--- config.mk ---
export PLATFORM = sky130hd
export DESIGN_NAME = pipe_delay_line
export DESIGN_NICKNAME = d
export VERILOG_FILES = /design/src/rtl/pipe_delay_pkg.sv /design/src/rtl/pipe_stage.sv /design/src/rtl/pipe_delay_line.sv
export SDC_FILE = /design/constraint.sdc
export NUM_CORES = 1
export LEC_CHECK = 0
export ABC_AREA = 1
export CORE_ASPECT_RATIO = 0.6
export CORE_UTILIZATION = 54
export DETAILED_ROUTE_END_ITERATION = 7
export DONT_BUFFER_PORTS = 1
export PLACE_DENSITY = 0.71
export SKIP_LAST_GASP = 1
export SLEW_MARGIN = 20
export SYNTH_ARGS = -nofsm -noshare
export SYNTH_HDL_FRONTEND = slang
export SYNTH_SLANG_ARGS = --single-unit
export TNS_END_PERCENT = 50
--- constraint.sdc ---
create_clock -name clk -period 2.75 [get_ports clk]
set_clock_uncertainty 0.05 [all_clocks]
set_input_delay 0.55 -clock clk [delete_from_list [all_inputs] [get_ports clk]]
set_output_delay 0.55 -clock clk [all_outputs]
set_load 0.02 [all_outputs]
--- src/rtl/pipe_delay_pkg.sv ---
// rtl/pipe_delay_pkg.sv - shared defaults and sizing helper for the delay line
package pipe_delay_pkg;

    localparam int DEF_WIDTH = 8;
    localparam int DEF_DEPTH = 4;

    // Occupancy counter must represent 0..depth inclusive.
    function automatic int occ_width(input int depth);
        return $clog2(depth + 1);
    endfunction

endpackage

--- src/rtl/pipe_stage.sv ---
// rtl/pipe_stage.sv - one data+valid register stage with reset, flush and advance
module pipe_stage #(
    parameter int               WIDTH   = 8,
    parameter logic [WIDTH-1:0] RST_VAL = '0
) (
    input  logic             clk,
    input  logic             rst,
    input  logic             flush,
    input  logic             en,
    input  logic [WIDTH-1:0] d,
    input  logic             d_vld,
    output logic [WIDTH-1:0] q,
    output logic             q_vld
);

    // Stage register: reset beats flush beats advance; flush drops valid but keeps data.
    always_ff @(posedge clk) begin
        if (rst) begin
            q     <= RST_VAL;
            q_vld <= 1'b0;
        end else if (flush) begin
            q_vld <= 1'b0;
        end else if (en) begin
            q     <= d;
            q_vld <= d_vld;
        end
    end

endmodule

--- src/rtl/pipe_delay_line.sv ---
// rtl/pipe_delay_line.sv - stallable DEPTH-stage delay line with valid tracking and occupancy
module pipe_delay_line
    import pipe_delay_pkg::*;
#(
    parameter int               WIDTH   = DEF_WIDTH,
    parameter int               DEPTH   = DEF_DEPTH,
    parameter logic [WIDTH-1:0] RST_VAL = '0,
    localparam int              OCC_W   = occ_width(DEPTH)
) (
    input  logic             clk,
    input  logic             rst,
    input  logic             en,
    input  logic             flush,
    input  logic [WIDTH-1:0] din,
    input  logic             din_vld,
    output logic [WIDTH-1:0] dout,
    output logic             dout_vld,
    output logic [OCC_W-1:0] occ
);

    localparam logic [OCC_W-1:0] OCC_ONE = OCC_W'(1);

    logic [WIDTH-1:0] stage_data [DEPTH];
    logic [DEPTH-1:0] stage_vld;

    for (genvar i = 0; i < DEPTH; i++) begin : g_stage
        logic [WIDTH-1:0] d_in;
        logic             v_in;

        if (i == 0) begin : g_head
            assign d_in = din;
            assign v_in = din_vld;
        end else begin : g_link
            assign d_in = stage_data[i-1];
            assign v_in = stage_vld[i-1];
        end

        pipe_stage #(
            .WIDTH   (WIDTH),
            .RST_VAL (RST_VAL)
        ) u_stage (
            .clk   (clk),
            .rst   (rst),
            .flush (flush),
            .en    (en),
            .d     (d_in),
            .d_vld (v_in),
            .q     (stage_data[i]),
            .q_vld (stage_vld[i])
        );
    end

    assign dout     = stage_data[DEPTH-1];
    assign dout_vld = stage_vld[DEPTH-1];

    // Occupancy: +1 on valid entry, -1 on valid exit, unchanged when both or neither.
    always_ff @(posedge clk) begin
        if (rst || flush) begin
            occ <= '0;
        end else if (en) begin
            if (din_vld && !stage_vld[DEPTH-1]) begin
                occ <= occ + OCC_ONE;
            end else if (!din_vld && stage_vld[DEPTH-1]) begin
                occ <= occ - OCC_ONE;
            end
        end
    end

`ifndef SYNTHESIS
    logic             chk_armed;
    logic             prev_rst;
    logic             prev_hold;
    logic [WIDTH-1:0] prev_dout;
    logic             prev_dout_vld;
    logic [OCC_W-1:0] prev_occ;

    // Checkers compare current outputs against what the previous cycle's controls imply.
    always_ff @(posedge clk) begin
        chk_armed     <= chk_armed | rst;
        prev_rst      <= rst;
        prev_hold     <= !en && !rst && !flush;
        prev_dout     <= dout;
        prev_dout_vld <= dout_vld;
        prev_occ      <= occ;
        if (chk_armed) begin
            if (prev_rst) begin
                c1_reset_vals: assert (dout == RST_VAL && !dout_vld && occ == '0)
                    else $error("C1 reset values wrong: dout=%0h vld=%0b occ=%0d", dout, dout_vld, occ);
            end
            c2_occ_popcount: assert (occ == OCC_W'($countones(stage_vld)))
                else $error("C2 occ=%0d disagrees with valid bits %b", occ, stage_vld);
            if (prev_hold) begin
                c3_hold_stable: assert (dout == prev_dout && dout_vld == prev_dout_vld && occ == prev_occ)
                    else $error("C3 outputs moved during hold: dout=%0h vld=%0b occ=%0d", dout, dout_vld, occ);
            end
        end
    end
`endif

endmodule

==> results.py, run 1 <==
metrics = {
    "status": {
        "status": "finished clean",
    },
    "placement": {
        "portBuffers": 0,
        "hpwlAfterDp_mm": 1.59,
        "post_dp_cell_area_sq_um": 1440,
        "gp_congestion": 0.701,
    },
    "critical_path": {
        "cp.required_ps": 2890,
        "path_class": "reg -> reg",
        "critPathBufInv": 3,
        "cp_slowest_cell": "dfxtp_1",
        "end_kind": "flip-flop",
        "startpoint_type": "flip-flop",
        "arrival_ps": 1790,
        "critPathMaxFanout": 2,
        "worst_path_largest_cell_delay_ps": 380,
        "crit_family": "adder cells",
        "crit_chain": "inv_1 -> ha_1 -> inv_1 -> fa_1 -> inv_1 -> nand2_1 -> nand3_1 -> nand2_1 -> nand2_1 -> nor2_1",
    },
    "layout": {
        "area_growth_pct": 5.33,
        "final_area_sq_um": 1560,
        "drive_above_1_share": 0.105,
        "fill_cells": 224,
        "antenna_cells": 0,
        "final_nets": 195,
        "final_common_cell": "nor2_1",
        "layout_common_cells": "63 x nor2_1, 39 x dfxtp_1, 27 x o21ai_0",
        "final_core_util": 0.610,
    },
    "routing": {
        "drc": 0,
        "drtPass1Iterations": 8,
        "num_vias": 1127,
        "vias_per_cell": 5.29,
        "routed_wl_mm": 2.60,
        "ant_nets": 0,
        "initialDrtViolationCount": 67,
        "wire_per_inst_um": 12.2,
    },
    "timing": {
        "fmax_ghz": 0.605,
        "slew_violations": 0,
        "finalCriticalPeriod_ps": 1650,
        "relSlewSlack": 0.515,
        "setup_viol": 0,
        "fin_setup_tns_ps": 0,
        "worst_pin_slew_ps": 727,
        "fin_crit_sh": 0.601,
        "final_hold_viol_count": 0,
        "rsz0062_at_grt": "no",
    },
    "grt": {
        "grtUsageTotal": 0.194,
        "grt.overflow.total": 0,
        "grt_use_met2": 0.283,
        "grt_pass1_vias": 1013,
        "grt_max_degree": 34,
        "antenna_found_initial": 0,
        "grt.busiest_layer": "met2",
        "grt_pass1_wl_mm": 4.42,
        "use_met1": 0.256,
        "met3_usage": 0.0745,
    },
    "job": {
        "drv_cap": 0,
    },
    "synth": {
        "synth_top_area_share": 0.527,
        "yosysWarnings": 0,
        "yosysTopAreaCell": "dfxtp_1",
        "ys_seq_elements": 39,
        "synth.area.top_cells": "dfxtp_1 53%, nor2_1 16%, o21ai_0 9.1%",
        "syn-cell-area_sq_um": 1480,
        "syn_inst": 182,
        "yosysSeqAreaShare": 0.527,
        "syn_nets": 197,
        "synthDistinctLibCells": 17,
        "avgSynthCellArea_sq_um": 8.13,
    },
    "clock_tree": {
        "root_buffer": "clkbuf_8",
        "clk_pin_slew_ps": 70,
        "clockBufferDepth": 2,
        "post_cts_buffers": 0,
        "cts_made_buffers": 5,
        "cts.htree.levels": 2,
        "insertion_delay_ps": 290,
        "cts.repair.resized": 0,
        "cts_tree": "done",
        "ctsHoldBuffers": 0,
        "cts_num_sinks": 39,
    },
    "floorplan": {
        "coreArea_sq_um": 2560,
        "die_y_um": 42.6,
        "io_pins": 25,
        "rows": 14,
        "die_w_um": 69.6,
        "dieArea_sq_um": 2960,
        "start_util": 0.579,
    },
    "hold_path": {
        "hp-class": "in -> reg",
    },
    "power": {
        "power-per-cell-area_nw_per_um2": 766,
        "irDropWorstVdd_v": 0.000484,
        "leakage_uw": 0.000687,
    },
}
[path summary, 6_finish.rpt]
path | startpoint | endpoint | slack, ps | depth (start not counted)
setup reg to reg | g_stage[3].u_stage.q_vld$_SDFFE_PP0P_ | occ[2]$_SDFFE_PP0P_ | 1100 | 10
hold reg to reg | g_stage[1].u_stage.q_vld$_SDFFE_PP0P_ | g_stage[2].u_stage.q_vld$_SDFFE_PP0P_ | 420 | 2
setup / recovery | g_stage[3].u_stage.q_vld$_SDFFE_PP0P_ | occ[2]$_SDFFE_PP0P_ | 1100 | 10
hold / removal | din[7] | g_stage[0].u_stage.q[7]$_SDFFE_PP0P_ | 340 | 2
[logic make-up after synthesis]
| logic type | share of synthesized area |
|---|---|
| adders and majority gates | 0.0220 |
| and+or+nand+nor | 0.238 |
| buffers and inverters | 0.0778 |
| xor gates and xnor gates | 0.00592 |
| AOI/OAI and AO/OA | 0.128 |
| DFF | 0.527 |
[state kept, by name (all words and copies together) (netlist names)]
signal                 cells
g_stage.u_stage.q_vld      4
occ                        3
g_stage.u_stage.q         32
[routing by layer]
metal / vias to the layer above / share of wire
met1: 525 / 0.45
met5: - / 0
met3: 2 / 0.064
li1: 570 / -
met2: 30 / 0.48
met4: 0 / 0.0027
[final cells by class]
class                   count  area, sq um  area share
flip-flops and latches     39          781       0.501
multi-input cells         125          584       0.375
clock buffers               6         82.6      0.0530
well taps                  32         40.0      0.0257
inverters                   9         36.3      0.0233
clock inverters             2         35.0      0.0225
[Yosys cell counts]
cell,count
inv_2,1
nor2_1,63
o21ai_1,7
fa_1,1
nor2_2,8
nand3_1,1
a21oi_1,4
nand2_1,11
clkbuf_1,3
inv_1,7
nor2_8,1
buf_6,6
dfxtp_1,39
xor2_1,1
o21ai_0,27
ha_1,1
inv_4,1
[where the power goes]
group	total, uW	switching [uW]	internal (uW)	leakage [uW]
Sequential	626	29.5	597	0.000320
Clock	490	196	293	0.0000612
Combinational	78.0	51.8	26.2	0.000305
[stage by stage]
step	total power, uW	instances	hold WS, ps	setup WS, ps
after floorplan	709	182	386	1170
after global placement	712	205	391	1150
after detailed placement	716	205	411	1070
after CTS	1210	213	339	1090
after global routing	1250	213	343	983
final	1190	213	342	1100
No activity file was read; power rests on OpenSTA's default activity.
==> inputs of run 2 (changes only) <==
--- a/config.mk
+++ b/config.mk
@@ -5,12 +5,12 @@
 export SDC_FILE = /design/constraint.sdc
 export NUM_CORES = 1
 export LEC_CHECK = 0
-export ABC_AREA = 1
+export ABC_AREA = 0
 export CORE_ASPECT_RATIO = 0.6
 export CORE_UTILIZATION = 54
 export DETAILED_ROUTE_END_ITERATION = 7
 export DONT_BUFFER_PORTS = 1
-export PLACE_DENSITY = 0.71
+export PLACE_DENSITY = 0.74
 export SKIP_LAST_GASP = 1
 export SLEW_MARGIN = 20
 export SYNTH_ARGS = -nofsm -noshare
==> constraint.sdc (replaced) <==
create_clock -name clk -period 1.4 [get_ports clk]
set_clock_uncertainty 0.05 [all_clocks]
set_input_delay 0.28 -clock clk [delete_from_list [all_inputs] [get_ports clk]]
set_output_delay 0.28 -clock clk [all_outputs]
set_load 0.02 [all_outputs]
==> results.py, run 2 <==
metrics = {
    "critical_path": {
        "r2r_setup_slack_ps": -130,
        "critPathBufInv": 2,
        "cp_slowest_cell": "dfxtp_4",
        "critPathMaxFanout": 2,
        "worstReg2RegEnd": "occ[2]$_SDFFE_PP0P_",
        "startpoint_type": "flip-flop",
        "crit_chain": "inv_2 -> ha_4 -> inv_2 -> fa_2 -> xnor2_2 -> a211oi_2 -> a31o_1",
        "cp.required_ps": 1530,
        "arrival_ps": 1670,
        "crit_family": "adder cells",
        "timing.rr.start": "g_stage[3].u_stage.q_vld$_SDFFE_PP0P_",
        "r2r_cells": 7,
        "path_class": "reg -> reg",
        "end_kind": "flip-flop",
        "critPathMostFrequentCell": "inv_2",
        "worst_path_largest_cell_delay_ps": 350,
    },
    "timing": {
        "setup_ws_ps": -132,
        "fmax_ghz": 0.653,
        "finalCriticalPeriod_ps": 1530,
        "relSlewSlack": 0.577,
        "hold_ws_ps": 12.5,
        "rsz0062_at_grt": "yes",
        "worst_pin_slew_ps": 632,
        "fin_setup_tns_ps": -132,
        "fin_crit_sh": 1.09,
        "final_hold_viol_count": 0,
        "slew_violations": 0,
        "setup_viol": 1,
    },
    "power": {
        "irDropWorstVdd_v": 0.000866,
        "leakage_uw": 0.000585,
        "power-per-cell-area_nw_per_um2": 1180,
        "total_power_uw": 1940,
    },
    "synth": {
        "synth_top_area_share": 0.537,
        "synth_enable_flop_cells": 0,
        "syn_nets": 188,
        "async_flop_share": 0,
        "yosysTopAreaCell": "dfxtp_1",
        "synth_most_common_cell": "nand2_1",
        "yosysSeqAreaShare": 0.537,
        "syn_inst": 173,
        "yosysWarnings": 0,
        "syn-cell-area_sq_um": 1450,
        "synth.area.top_cells": "dfxtp_1 54%, nand2_1 17%, a21oi_1 11%",
        "avgSynthCellArea_sq_um": 8.40,
        "synth_top_cells_by_count": "64 x nand2_1, 39 x dfxtp_1, 32 x a21oi_1",
        "synth_top_flop_cell": "dfxtp_1",
        "ys_seq_elements": 39,
        "synthDistinctLibCells": 19,
    },
    "placement": {
        "portBuffers": 0,
        "place_inst": 198,
        "gp_congestion": 0.702,
        "hpwlAfterDp_mm": 1.63,
    },
    "floorplan": {
        "dieArea_sq_um": 2910,
        "start_util": 0.576,
        "die_y_um": 42.2,
        "coreArea_sq_um": 2520,
        "die_w_um": 69.0,
        "rows": 14,
        "io_pins": 25,
    },
    "layout": {
        "drive_above_1_share": 0.101,
        "multi_input_area_sq_um": 598,
        "fill_cells": 220,
        "area_growth_pct": 12.9,
        "layout_common_cells": "64 x nand2_1, 38 x dfxtp_1, 32 x a21oi_1",
        "regMostFlops": "g_stage.u_stage.q",
        "final_cell_count_no_fill": 211,
        "seq_area_sq_um": 785,
        "final_nets": 194,
        "antenna_cells": 0,
        "largest_register_ff_count": 32,
        "reg.largest.list": "g_stage.u_stage.q x32, g_stage.u_stage.q_vld x4, occ x3",
        "final_common_cell": "nand2_1",
    },
    "routing": {
        "vias_per_cell": 5.20,
        "ant_nets": 0,
        "wirelength_met1_mm": 1.24,
        "initialDrtViolationCount": 77,
        "wire_per_inst_um": 12.5,
        "drtPass1Iterations": 4,
        "dr_wl_met3_um": 134,
        "top_layer": "met4",
        "drc": 0,
        "wl_met2_mm": 1.22,
        "num_vias": 1097,
        "routed_wl_mm": 2.64,
    },
    "hold_path": {
        "holdCritStartpoint": "rst",
        "hold_end": "g_stage[2].u_stage.q[6]$_SDFFE_PP0P_",
        "hp-class": "in -> reg",
        "hold_path_depth": 1,
    },
    "clock_tree": {
        "clockBufferDepth": 2,
        "root_buffer": "clkbuf_8",
        "cts_tree": "done",
        "clk_pin_slew_ps": 70,
        "cts.htree.levels": 2,
        "cts_made_buffers": 5,
        "insertion_delay_ps": 290,
        "cts_num_sinks": 39,
    },
    "job": {
        "drv_cap": 0,
    },
    "grt": {
        "grt.overflow.total": 0,
        "grt_pass1_wl_mm": 4.20,
        "grt_max_degree": 33,
        "grt_pass1_vias": 983,
        "grtUsageTotal": 0.204,
        "antenna_found_initial": 0,
    },
    "status": {
        "status": "finished, violations left",
        "violations": "negative setup slack",
    },
}
-- run 2: cell types whose count changed after synthesis, moves of 2 or more --
| cell | previous run | this run |
|---|---|---|
| o21ai_0 | 27 | 0 |
| a21oi_1 | 4 | 32 |
| inv_1 | 7 | 3 |
| nand2_1 | 11 | 64 |
| nor2_1 | 63 | 7 |
| buf_6 | 6 | 3 |
| and2b_1 | 0 | 2 |
| o21ai_1 | 7 | 0 |
| mux2i_1 | 0 | 5 |
| buf_2 | 0 | 4 |
| nor2_2 | 8 | 0 |
| xnor2_1 | 0 | 2 |
| buf_4 | 0 | 2 |
-- run 2: cell type report --
cell class / count / area share
clock buffers: 7 / 0.0465
multi-input cells: 118 / 0.365
well taps: 32 / 0.0244
repair buffers: 12 / 0.0793
flip-flops and latches: 39 / 0.478
inverters: 3 / 0.00687
-- run 2: layer usage --
layer,vias up,track usage
met5,-,0
met3,8,0.0842
met4,0,0.0980
met1,506,0.270
met2,21,0.283
li1,562,-
-- run 2: logic make-up (layout without fill, tap and decap cells) --
group                    after synthesis  after routing  share of synthesized area
AND/OR/NAND/NOR                       75             75                      0.202
flip-flops                            39             39                      0.537
AO/OA/AOI/OAI                         34             34                      0.125
buffers and inverters                 16             22                     0.0663
multiplexers                           5              5                     0.0345
adder cells (fa/ha/maj)                2              2                     0.0224
XOR/XNOR                               2              2                     0.0121
-- run 2: report_power, final --
part | switching, uW | internal, uW
Sequential | 12.2 | 1130
Clock | 341 | 342
Combinational | 67.7 | 51.4
-- run 2: how the worst max path moves through the flow --
stage | startpoint | depth (start not counted) | slack [ps] | end
2_1_floorplan | g_stage[3].u_stage.q_vld$_SDFFE_PP0P_ | 7 | -160 | occ[2]$_SDFFE_PP0P_
3_3_place_gp | g_stage[3].u_stage.q_vld$_SDFFE_PP0P_ | 7 | -120 | occ[2]$_SDFFE_PP0P_
3_5_place_dp | g_stage[3].u_stage.q_vld$_SDFFE_PP0P_ | 7 | -170 | occ[2]$_SDFFE_PP0P_
4_1_cts | g_stage[3].u_stage.q_vld$_SDFFE_PP0P_ | 7 | -130 | occ[2]$_SDFFE_PP0P_
5_1_grt | g_stage[3].u_stage.q_vld$_SDFFE_PP0P_ | 7 | -190 | occ[2]$_SDFFE_PP0P_
6_report | g_stage[3].u_stage.q_vld$_SDFFE_PP0P_ | 7 | -130 | occ[2]$_SDFFE_PP0P_
-- run 2: per-stage QoR --
stage	instance area (sq um)	setup slack, ps	util
global route	1640	-191	0.650
detailed placement	1500	-174	0.596
finish	1640	-132	0.650
global placement	1500	-119	0.596
floorplan	1480	-156	-
CTS	1600	-126	0.634
-- run 2: repair_timing --
| item | CTS | global route |
|---|---|---|
| setup buffers | 0 | 0 |
| setup endpoints to repair | 1 | 2 |
| endpoints found under the hold margin | 3 | 18 |
| pin swaps | 4 | 0 |
| hold buffers | 2 | 4 |
| resized for setup | 0 | 0 |
